==> src/rtl/clock_pkg.sv <==
// Shared types and limits for the timekeeping path. The keypad entry controller
// imports this package for the same range checks.
package clock_pkg;

  localparam int unsigned HOUR_W = 5;
  localparam int unsigned MIN_W  = 6;
  localparam int unsigned SEC_W  = 6;

  localparam logic [HOUR_W-1:0] MAX_HOUR = 5'd23;
  localparam logic [MIN_W-1:0]  MAX_MIN  = 6'd59;
  localparam logic [SEC_W-1:0]  MAX_SEC  = 6'd59;

  typedef enum logic [1:0] {IDLE, ARMED, RINGING, DONE} alarm_state_t;

  function automatic logic time_valid(input logic [HOUR_W-1:0] h, input logic [MIN_W-1:0] m);
    return (h <= MAX_HOUR) && (m <= MAX_MIN);
  endfunction

endpackage

==> src/rtl/clock_core_if.sv <==
// Bundle between the keypad entry controller (master) and clock_core (slave),
// carrying the time load, the alarm setting and the running-time outputs.
interface clock_core_if;
  import clock_pkg::*;

  logic              set;
  logic [HOUR_W-1:0] nowH;
  logic [MIN_W-1:0]  nowM;
  logic [HOUR_W-1:0] timerH;
  logic [MIN_W-1:0]  timerM;
  logic              run_enable;
  logic [HOUR_W-1:0] curH;
  logic [MIN_W-1:0]  curM;
  logic [SEC_W-1:0]  curS;
  logic              sec_tick;
  logic              alarm;
  logic              ringing;

  modport master (
    output set, nowH, nowM, timerH, timerM, run_enable,
    input  curH, curM, curS, sec_tick, alarm, ringing
  );

  modport slave (
    input  set, nowH, nowM, timerH, timerM, run_enable,
    output curH, curM, curS, sec_tick, alarm, ringing
  );

endinterface

==> src/rtl/sec_prescaler.sv <==
// Divides mclk down to one pulse per second. tick flags the terminal-count cycle,
// so the consumer registers it alongside the time increment.
module sec_prescaler #(
  parameter int unsigned TICKS_PER_SEC = 50000000
) (
  input  logic mclk,
  input  logic reset,
  input  logic clear,
  output logic tick
);

  localparam int unsigned CntW = (TICKS_PER_SEC > 2) ? $clog2(TICKS_PER_SEC) : 1;
  localparam logic [CntW-1:0] LastCnt = CntW'(TICKS_PER_SEC - 1);

  logic [CntW-1:0] cnt_q;

  always_ff @(posedge mclk) begin
    if (reset || clear) begin
      cnt_q <= '0;
    end else if (cnt_q == LastCnt) begin
      cnt_q <= '0;
    end else begin
      cnt_q <= cnt_q + CntW'(1);
    end
  end

  // A same-cycle load restarts the second, so the wrap is dropped.
  assign tick = (cnt_q == LastCnt) && !clear;

endmodule

==> src/rtl/clock_core.sv <==
// 24-hour HH:MM:SS clock with a one-shot alarm FSM (IDLE/ARMED/RINGING/DONE).
// Define ALARM_BLINK_EN to make alarm toggle each second while ringing.
module clock_core
  import clock_pkg::*;
#(
  parameter int unsigned TICKS_PER_SEC = 50000000,
  parameter int unsigned RING_SECS     = 30
) (
  input  logic         mclk,
  input  logic         reset,
  clock_core_if.slave  bus
);

  localparam logic [7:0] RingLast = 8'(RING_SECS - 1);

  logic              load;
  logic              tick;
  logic              match;
  logic [HOUR_W-1:0] hour_q, hour_d;
  logic [MIN_W-1:0]  min_q, min_d;
  logic [SEC_W-1:0]  sec_q, sec_d;
  logic              sec_tick_q;
  alarm_state_t      state_q;
  logic [7:0]        ring_cnt_q;
  logic              alarm_q;
  logic              ringing_q;

  assign load = bus.set && time_valid(bus.nowH, bus.nowM);

  sec_prescaler #(
    .TICKS_PER_SEC(TICKS_PER_SEC)
  ) u_prescaler (
    .mclk (mclk),
    .reset(reset),
    .clear(load),
    .tick (tick)
  );

  always_comb begin
    hour_d = hour_q;
    min_d  = min_q;
    sec_d  = sec_q;
    if (load) begin
      hour_d = bus.nowH;
      min_d  = bus.nowM;
      sec_d  = '0;
    end else if (tick) begin
      if (sec_q == MAX_SEC) begin
        sec_d = '0;
        if (min_q == MAX_MIN) begin
          min_d  = '0;
          hour_d = (hour_q == MAX_HOUR) ? '0 : hour_q + 5'd1;
        end else begin
          min_d = min_q + 6'd1;
        end
      end else begin
        sec_d = sec_q + 6'd1;
      end
    end
  end

  // Only a tick rolling into the timer minute counts; out-of-range timers never equal.
  assign match = tick && (sec_d == '0) && (hour_d == bus.timerH) && (min_d == bus.timerM);

  always_ff @(posedge mclk) begin
    if (reset) begin
      hour_q     <= '0;
      min_q      <= '0;
      sec_q      <= '0;
      sec_tick_q <= 1'b0;
    end else begin
      hour_q     <= hour_d;
      min_q      <= min_d;
      sec_q      <= sec_d;
      sec_tick_q <= tick;
    end
  end

  always_ff @(posedge mclk) begin
    if (reset || !bus.run_enable) begin
      state_q    <= IDLE;
      ring_cnt_q <= '0;
      alarm_q    <= 1'b0;
      ringing_q  <= 1'b0;
    end else begin
      unique case (state_q)
        IDLE: state_q <= ARMED;
        ARMED: begin
          if (match) begin
            state_q    <= RINGING;
            ring_cnt_q <= '0;
            alarm_q    <= 1'b1;
            ringing_q  <= 1'b1;
          end
        end
        RINGING: begin
          if (tick) begin
            ring_cnt_q <= ring_cnt_q + 8'd1;
            if (ring_cnt_q == RingLast) begin
              state_q   <= DONE;
              alarm_q   <= 1'b0;
              ringing_q <= 1'b0;
            end else begin
`ifdef ALARM_BLINK_EN
              alarm_q <= ~alarm_q;
`else
              alarm_q <= 1'b1;
`endif
            end
          end
        end
        DONE: state_q <= DONE;
        default: state_q <= IDLE;
      endcase
    end
  end

  assign bus.curH     = hour_q;
  assign bus.curM     = min_q;
  assign bus.curS     = sec_q;
  assign bus.sec_tick = sec_tick_q;
  assign bus.alarm    = alarm_q;
  assign bus.ringing  = ringing_q;

endmodule

==> src/flat_wrapper.sv <==
// flat-port wrapper written by rule: the top's interface ports become plain ports
module clock_core_flat import clock_pkg::*;
#(
  parameter int unsigned TICKS_PER_SEC = 50000000,
  parameter int unsigned RING_SECS     = 30
)
  (mclk, reset, bus_set, bus_nowH, bus_nowM, bus_timerH, bus_timerM, bus_run_enable, bus_curH, bus_curM, bus_curS, bus_sec_tick, bus_alarm, bus_ringing);
  clock_core_if bus_i ();
  input  logic mclk;
  input  logic reset;
  input wire logic [$bits(bus_i.set)-1:0] bus_set;
  input wire logic [$bits(bus_i.nowH)-1:0] bus_nowH;
  input wire logic [$bits(bus_i.nowM)-1:0] bus_nowM;
  input wire logic [$bits(bus_i.timerH)-1:0] bus_timerH;
  input wire logic [$bits(bus_i.timerM)-1:0] bus_timerM;
  input wire logic [$bits(bus_i.run_enable)-1:0] bus_run_enable;
  output wire logic [$bits(bus_i.curH)-1:0] bus_curH;
  output wire logic [$bits(bus_i.curM)-1:0] bus_curM;
  output wire logic [$bits(bus_i.curS)-1:0] bus_curS;
  output wire logic [$bits(bus_i.sec_tick)-1:0] bus_sec_tick;
  output wire logic [$bits(bus_i.alarm)-1:0] bus_alarm;
  output wire logic [$bits(bus_i.ringing)-1:0] bus_ringing;
  assign bus_i.set = bus_set;
  assign bus_i.nowH = bus_nowH;
  assign bus_i.nowM = bus_nowM;
  assign bus_i.timerH = bus_timerH;
  assign bus_i.timerM = bus_timerM;
  assign bus_i.run_enable = bus_run_enable;
  assign bus_curH = bus_i.curH;
  assign bus_curM = bus_i.curM;
  assign bus_curS = bus_i.curS;
  assign bus_sec_tick = bus_i.sec_tick;
  assign bus_alarm = bus_i.alarm;
  assign bus_ringing = bus_i.ringing;
  clock_core #(.TICKS_PER_SEC(TICKS_PER_SEC), .RING_SECS(RING_SECS)) u_core (.mclk(mclk), .reset(reset), .bus(bus_i));
endmodule
==> config.mk <==
export PLATFORM = sky130hd
export DESIGN_NAME = clock_core_flat
export DESIGN_NICKNAME = d
export VERILOG_FILES = /design/src/rtl/clock_pkg.sv /design/src/rtl/clock_core_if.sv /design/src/rtl/sec_prescaler.sv /design/src/rtl/clock_core.sv /design/src/flat_wrapper.sv
export SDC_FILE = /design/constraint.sdc
export NUM_CORES = 1
export LEC_CHECK = 0
export BUFFER_PORTS_ARGS = -buffer_cell sky130_fd_sc_hd__buf_2
export CAP_MARGIN = 10
export CORE_MARGIN = 3
export CORE_UTILIZATION = 58
export CTS_CLUSTER_DIAMETER = 150
export DETAILED_ROUTE_END_ITERATION = 16
export GPL_ROUTABILITY_DRIVEN = 0
export PLACE_DENSITY = 0.89
export SKIP_CTS_REPAIR_TIMING = 1
export SLEW_MARGIN = 40
export SYNTH_ARGS = -nofsm -noshare
export SYNTH_HDL_FRONTEND = slang
export SYNTH_HIERARCHICAL = 1
export SYNTH_SLANG_ARGS = --single-unit
==> constraint.sdc <==
create_clock -name mclk -period 4.81 [get_ports mclk]
set_clock_uncertainty 0.1 [all_clocks]
set_input_delay 0.481 -clock mclk [delete_from_list [all_inputs] [get_ports mclk]]
set_output_delay 0.481 -clock mclk [all_outputs]
set_load 0.005 [all_outputs]
======== Word-level counts from Yosys, hierarchy flattened ========
Cells that the tools add are included.
word-level totals
  output and inout port bits .............. 20
  word-level logic and storage cells ...... 72
  register bits after elaboration ......... 56
  input bits .............................. 26
cells by class
  reductions and logical operators ........ 17
  multiplexer cells ....................... 26
  add/sub/neg operators ................... 5
  magnitude comparators ................... 2
  equal/unequal tests ..................... 13
operators by type and width
  operator                 number
  $mux W6                  7
  $add A26 B1 Y26 const B  1
  $eq A26 B26 Y1 const B   1
  $mux W5                  5
  $mux W8                  2
  $pmux W8 S2              1
  $add A6 B1 Y6 const B    2
  $eq A6 B6 Y1 const B     2
  $add A8 B1 Y8 const B    1
  $eq A8 B5 Y1 const B     1
  $pmux W2 S4              1
  $eq A6 B6 Y1             1
  $le A6 B6 Y1 const B     1
  $logic_and A1 B1 Y1      6
  $logic_not A6 Y1         1
  $mux W2                  3
  $ne A2 B1 Y1 const B     3
  $reduce_and A3 Y1        2
  $add A5 B1 Y5 const B    1
  $eq A5 B5 Y1             1
  $eq A5 B5 Y1 const B     1
  $le A5 B5 Y1 const B     1
  $mux W1                  5
  $eq A2 B2 Y1 const B     2
  8 further kinds          11

======== Depth between registers and ports, before layout ========
  depth in word-level cells ............... 13
  gate-level depth with buffers ........... 14
  depth with buffers taken out ............ 12

======== By module ========
Netlist, hierarchy kept.
by module, submodules not included
  module         sequential area each (µm²)  cells an instance  times used  area an instance (µm²)
  clock_core     600.6                       264                1           2137.0
  sec_prescaler  520.5                       141                1           1217.4

======== Worst setup path before layout ========
Ideal clock, no wire load.
  kind .................................... input -> register
  start point ............................. input port bus_nowM[4]
  end point ............................... register u_core.ring_cnt_q[2]
  arrival time ............................ 4.076 ns
  setup time .............................. 0.124 ns
  stages .................................. 13
  setup slack ............................. 0.510 ns
  data required time ...................... 4.586 ns
  buffers on the path ..................... 1
  path through ............................ nand4_1 > nand3_1 > clkinv_1 > clkbuf_1 > nor4_1 > nand3b_4 > or4_4 > o221ai_2 > a21oi_1 > a2111o_1 > or4_4 > o21ai_2 > nor2_1
on the way
  cells in the longest elaborated chain, start to end .. 13
  elaborated cells between the ends (all ways) .. 20
  those cells by class .................... order compare (1); eq/ne (4); mux (6); reduce/logical (9)
RTL lines
  what                              line                 source
  start: declaration                flat_wrapper.sv:13   input wire logic [$bits(bus_i.nowM)-1:0] bus_nowM;
  $le A6 B6 Y1 *                    clock_pkg.sv:16      return (h <= MAX_HOUR) && (m <= MAX_MIN);
  $logic_and A1 B1 Y1 *             clock_pkg.sv:16
  $logic_and A1 B1 Y1 *             clock_core.sv:28     assign load = bus.set && time_valid(bus.nowH, bus.nowM);
  net u_core.load                   clock_core.sv:16     logic load;
  $logic_not A1 Y1 *                sec_prescaler.sv:28  assign tick = (cnt_q == LastCnt) && !clear;
  $logic_and A1 B1 Y1 *             sec_prescaler.sv:28
  net u_core.tick                   clock_core.sv:17     logic tick;
  $mux W6                           clock_core.sv:47     end else if (tick) begin
  $mux W6                           clock_core.sv:43     if (load) begin
  $logic_not A6 Y1                  clock_core.sv:63     assign match = tick && (sec_d == '0) && (hour_d == bus.timerH) && (min_d == bus.timerM);
  $logic_and A1 B1 Y1 (3 in a row)  clock_core.sv:63
  $ne A2 B1 Y1 (no line)            --
  $reduce_and A3 Y1 (no line) *     --
  end signal: assignment            clock_core.sv:98     ring_cnt_q <= ring_cnt_q + 8'd1;
  end: declaration                  clock_core.sv:24     logic [7:0] ring_cnt_q;
Mark *: on every way through the listed nets, which the timed path passes. The rest lies on a longest branch.
A chain may end at the register's enable or synchronous reset.

======== Worst setup path after layout ========
  start point ............................. register u_core.u_prescaler.cnt_q[0]
  end point ............................... register u_core.ring_cnt_q[7]
on the way
  cells in the longest elaborated chain, start to end .. 10
  elaborated cells between the ends (all ways) .. 17
  those cells by class .................... eq/ne (5); mux (6); reduce/logical (6)
RTL lines
  what                              line                 source
  start: declaration                sec_prescaler.sv:15  logic [CntW-1:0] cnt_q;
  start signal: assignment          sec_prescaler.sv:23  cnt_q <= cnt_q + CntW'(1);
  $eq A26 B26 Y1 *                  sec_prescaler.sv:28
  $logic_and A1 B1 Y1 *             sec_prescaler.sv:28
  net u_core.tick                   clock_core.sv:17
  $mux W6                           clock_core.sv:47
  $mux W6                           clock_core.sv:43
  $logic_not A6 Y1                  clock_core.sv:63
  $logic_and A1 B1 Y1 (3 in a row)  clock_core.sv:63
  $ne A2 B1 Y1 (no line)            --
  $reduce_and A3 Y1 (no line) *     --
Marked as above.

==> impl_results.md <==
* Outcome: complete, no violations
* Clock tree sinks at 56
* GRT Overall Usage at 24.8%
* Critical Path RT at ~5 ns
* Hold Fails Final Rpt at 0
* Post-route design area at 3730 um2
* I/O Buffers at 45
* # DRC at 0
* Setup violation total in the final timing report at 0
* Die footprint at 6730 um2
* Setup tns final at 0 ns
* Post-DP HPWL at 6000 um
* Critical path class: reg2reg
* Post-Route M1 WL at between 3000 and 4000 um
* Nets in the synthesized netlist at 437
* Ratio of cells with drive above 1 in the final layout at roughly 17%
* Number of instances in the synthesized netlist at 405
* Achievable Freq at ~0.22 GHz
* Detail Route met2 WL at 3700 um
* Area growth from synthesis to layout at 11.1%
* P per Cell Area at 231 nW/um2
* Number of nets in the finished design at 478
* Worst slew margin relative to its limit at 58.5%
* Cell count of the worst reg-to-reg path at 12
* Distinct cells, synth at 69
* Sequential-to-total area share from yosys stat at 33.4%
* Startpoint of the lowest-slack hold path: bus_nowH[1]
* Post-synth EDFFs at 0
* Detailed-route vias per instance at 6.16
* Wire length of the first global-routing pass at approximately 13000 um
* Cells taking the most area after synthesis: sky130_fd_sc_hd__dfxtp_1 (33%), sky130_fd_sc_hd__xnor2_1 (5.5%), sky130_fd_sc_hd__nor2_1 (5.1%)
* Mapped Avg Cell Area at 8.28 um2
* Total of warnings raised by yosys at 6
* H-tree lvl count at 2
* Antenna violations before repair at 0
* Top-level port count at 46
* Final-layout fill cell count at 479
* Number of inserted diodes at 0
* Buffer type at the clock tree root: sky130_fd_sc_hd__clkbuf_8
* Library cell with the largest summed area after synthesis: sky130_fd_sc_hd__dfxtp_1
* CTS tree: done
* Post-DRT Antenna Nets at 0
* Starting utilization of the core area at 60.5%
* DR WL/cell at between 15 and 20 um
* Drt first-iter violations at approximately 370
* Max-slew violation count at 0
* Flip-flop and latch count after synthesis at 56
* Transition at the pin with the smallest max-transition slack at 0.606 ns
* Area taken by multi-input logic gates at 2110 um2
* Async set-or-reset flop fraction in the synthesized netlist at 0%
* Largest net degree at the start of global routing at 20
* Clock transition at path regs at 0.11 ns
* Worst EP arrival at 4.54 ns
* Most used DFF post-synth: sky130_fd_sc_hd__dfxtp_1
* Worst IR drop on VDD at 189 uV
* Share of the synthesized area in the top cell type at 33.4%
* Global route total overflow at 0
* Worst hold slack at around 0.34 ns
* MaxCap Viol Count at 0
* Number of global-route vias before repair at 2965
* Buffer depth of the longest clock path at 2
* Synthesized cell area at around 3400 um2
* Total core area at 5540 um2
* Final worst-path cycle share at 92.5%
* Uppermost layer routed: met4
* Count of TritonRoute iterations in the first routing pass at 5
* Final core utilization at 67.3%
* Leakage Power at around 1.3 nW
* Maximum fanout along the worst path at 8
* Element type at the critical path end: flip-flop
* Standard-cell row count at 27
* Detailed-routed wire length on met3 at 572 um
* Total via count in the routed design at between 3000 and 4000
* FF/Latch Area at about 1100 um2
* Worst setup SP type: flip-flop
* Reg2reg start: u_core/u_prescaler/cnt_q[0]$_SDFF_PP0_
* Register-to-register setup slack at 0.36 ns
* First element of the critical path: u_core/u_prescaler/cnt_q[0]$_SDFF_PP0_
* Die width at 82.1 um
* Termination of the worst setup path: u_core/ring_cnt_q[7]$_SDFFE_PP0P_
* Vertical die dimension at 82.1 um
* Detailed-route wire length at between 7000 and 8000 um
* Final period demand of the worst path at approximately 4.4 ns
* HP Class: in2reg
* RSZ-0062 raised after global routing: false
* Number of buffers added by the clock tree synthesis step at 5
* Skew-Pair Late Insertion Delay at between 0.3 and 0.4 ns
* Area after DPL at 3640 um2
* Critical register-to-register path endpoint: u_core/ring_cnt_q[7]$_SDFFE_PP0P_
## flip-flops by register name (all words and copies together), names as in the netlist
| signal | flops |
|---|---|
| u_core/bus.alarm | 1 |
| u_core/u_prescaler/cnt_q | 26 |
| u_core/bus.curM | 6 |
| u_core/bus.sec_tick | 1 |
| u_core/state_q | 2 |
| u_core/bus.curH | 5 |
| u_core/ring_cnt_q | 8 |
| u_core/bus.curS | 6 |
| u_core/bus.ringing | 1 |
## critical path, stage by stage, from the launching register on
cell	delay, ns
sky130_fd_sc_hd__dfxtp_1	0.39
sky130_fd_sc_hd__ha_1	0.21
sky130_fd_sc_hd__and3_1	0.29
sky130_fd_sc_hd__nand4_2	0.24
sky130_fd_sc_hd__nor4_2	0.57
sky130_fd_sc_hd__nand3b_4	0.21
sky130_fd_sc_hd__nor4_2	0.53
sky130_fd_sc_hd__mux2i_1	0.15
sky130_fd_sc_hd__a211o_1	0.24
sky130_fd_sc_hd__a2111oi_0	0.58
sky130_fd_sc_hd__or3b_1	0.44
sky130_fd_sc_hd__o21ai_2	0.29
sky130_fd_sc_hd__nor2_1	0.09
## cell type report
cell class	instances	share of cell area, %
Tap cell	72	2.42
Multi-Input combinational cell	319	56.7
Inverter	14	1.41
Timing Repair Buffer	50	7.05
Clock inverter	2	0.369
Sequential cell	56	30.1
Clock buffer	6	1.95
## cells in the final DEF (no fill, tap or decap), types with 3 or more instances in the layout
master,instances
sky130_fd_sc_hd__dfxtp_1,56
sky130_fd_sc_hd__nor2_1,46
sky130_fd_sc_hd__buf_2,45
sky130_fd_sc_hd__nand2_1,27
sky130_fd_sc_hd__xnor2_1,21
sky130_fd_sc_hd__a21oi_1,19
sky130_fd_sc_hd__o21ai_0,19
sky130_fd_sc_hd__nand3_1,16
sky130_fd_sc_hd__nand4_1,14
sky130_fd_sc_hd__xor2_1,14
sky130_fd_sc_hd__inv_1,13
sky130_fd_sc_hd__or3_1,11
sky130_fd_sc_hd__nor3_1,11
sky130_fd_sc_hd__nor2b_1,8
sky130_fd_sc_hd__o31ai_1,8
sky130_fd_sc_hd__or4_1,7
sky130_fd_sc_hd__a211oi_1,6
sky130_fd_sc_hd__ha_1,6
sky130_fd_sc_hd__clkbuf_8,5
sky130_fd_sc_hd__mux2i_1,5
sky130_fd_sc_hd__and3_1,5
sky130_fd_sc_hd__a31oi_1,5
sky130_fd_sc_hd__nand3b_1,5
sky130_fd_sc_hd__buf_4,5
sky130_fd_sc_hd__nor4_1,4
sky130_fd_sc_hd__and4_1,4
sky130_fd_sc_hd__or4_4,3
sky130_fd_sc_hd__nand2b_1,3
## through the flow
| step | worst slack (ns) | total power [mW] | cells |
|---|---|---|---|
| 2_1_floorplan | 0.510 | 0.562 | 405 |
| 3_3_place_gp | 0.672 | 0.603 | 510 |
| 3_5_place_dp | 0.429 | 0.607 | 511 |
| 4_1_cts | 0.422 | 0.867 | 519 |
| 5_1_grt | 0.0439 | 0.901 | 519 |
| 6_report | 0.363 | 0.862 | 519 |
## metal layers
| layer | up-vias | GRT usage (%) |
|---|---|---|
| met4 | 0 | 9.63 |
| li1 | 1575 | - |
| met3 | 26 | 5.04 |
| met1 | 1452 | 31.2 |
| met5 | - | 0 |
| met2 | 143 | 41.5 |
## worst min-delay path by stage
stage	endpoint	slack, ns	depth (start not counted)
after detailed placement	u_core/u_prescaler/cnt_q[0]$_SDFF_PP0_	0.36	1
final	u_core/bus.curH[1]$_SDFF_PP0_	0.34	3
after global routing	u_core/bus.curH[1]$_SDFF_PP0_	0.34	3
after CTS	u_core/bus.curH[1]$_SDFF_PP0_	0.33	3
after global placement	u_core/u_prescaler/cnt_q[0]$_SDFF_PP0_	0.34	1
after floorplan	u_core/u_prescaler/cnt_q[0]$_SDFF_PP0_	0.33	1
## cells by family (layout without fill, tap and decap cells)
group                      Yosys count  after routing  synth area share, %
AOI/OAI and AO/OA                   86             86                 17.5
xor gates and xnor gates            35             35                 9.14
adders and majority gates            6              6                 2.24
buffers and inverters               30             72                 3.73
DFF                                 56             56                 33.4
muxes                                7              7                 2.16
and+or+nand+nor                    185            185                 31.8
## cell usage after synthesis (all sizes together), types with 2 or more instances
library cell,number
a21boi,2
buf,6
nand3,18
a211oi,6
nand2,27
o41ai,2
nor4b,2
o21a,2
o22ai,2
o31ai,9
a21oi,19
and3,5
nor2b,8
xor2,14
nor4,7
or3,11
nand2b,3
clkbuf,10
nor2,46
mux2i,5
mux2,2
a32oi,2
nor3b,2
nand4,16
nand3b,6
xnor2,21
o221ai,2
inv,13
o21bai,2
a31oi,5
nor3,12
or2,2
ha,6
dfxtp,56
o211ai,2
and2,2
o21ai,21
or4,10
and4,4
## power breakdown
group,internal (mW),switching (mW),total (mW)
registers,0.472,0.0146,0.487
logic,0.0480,0.0639,0.112
clock network,0.104,0.159,0.263
total,0.625,0.237,0.862
Note: power is estimated with default switching activity, not from simulation.
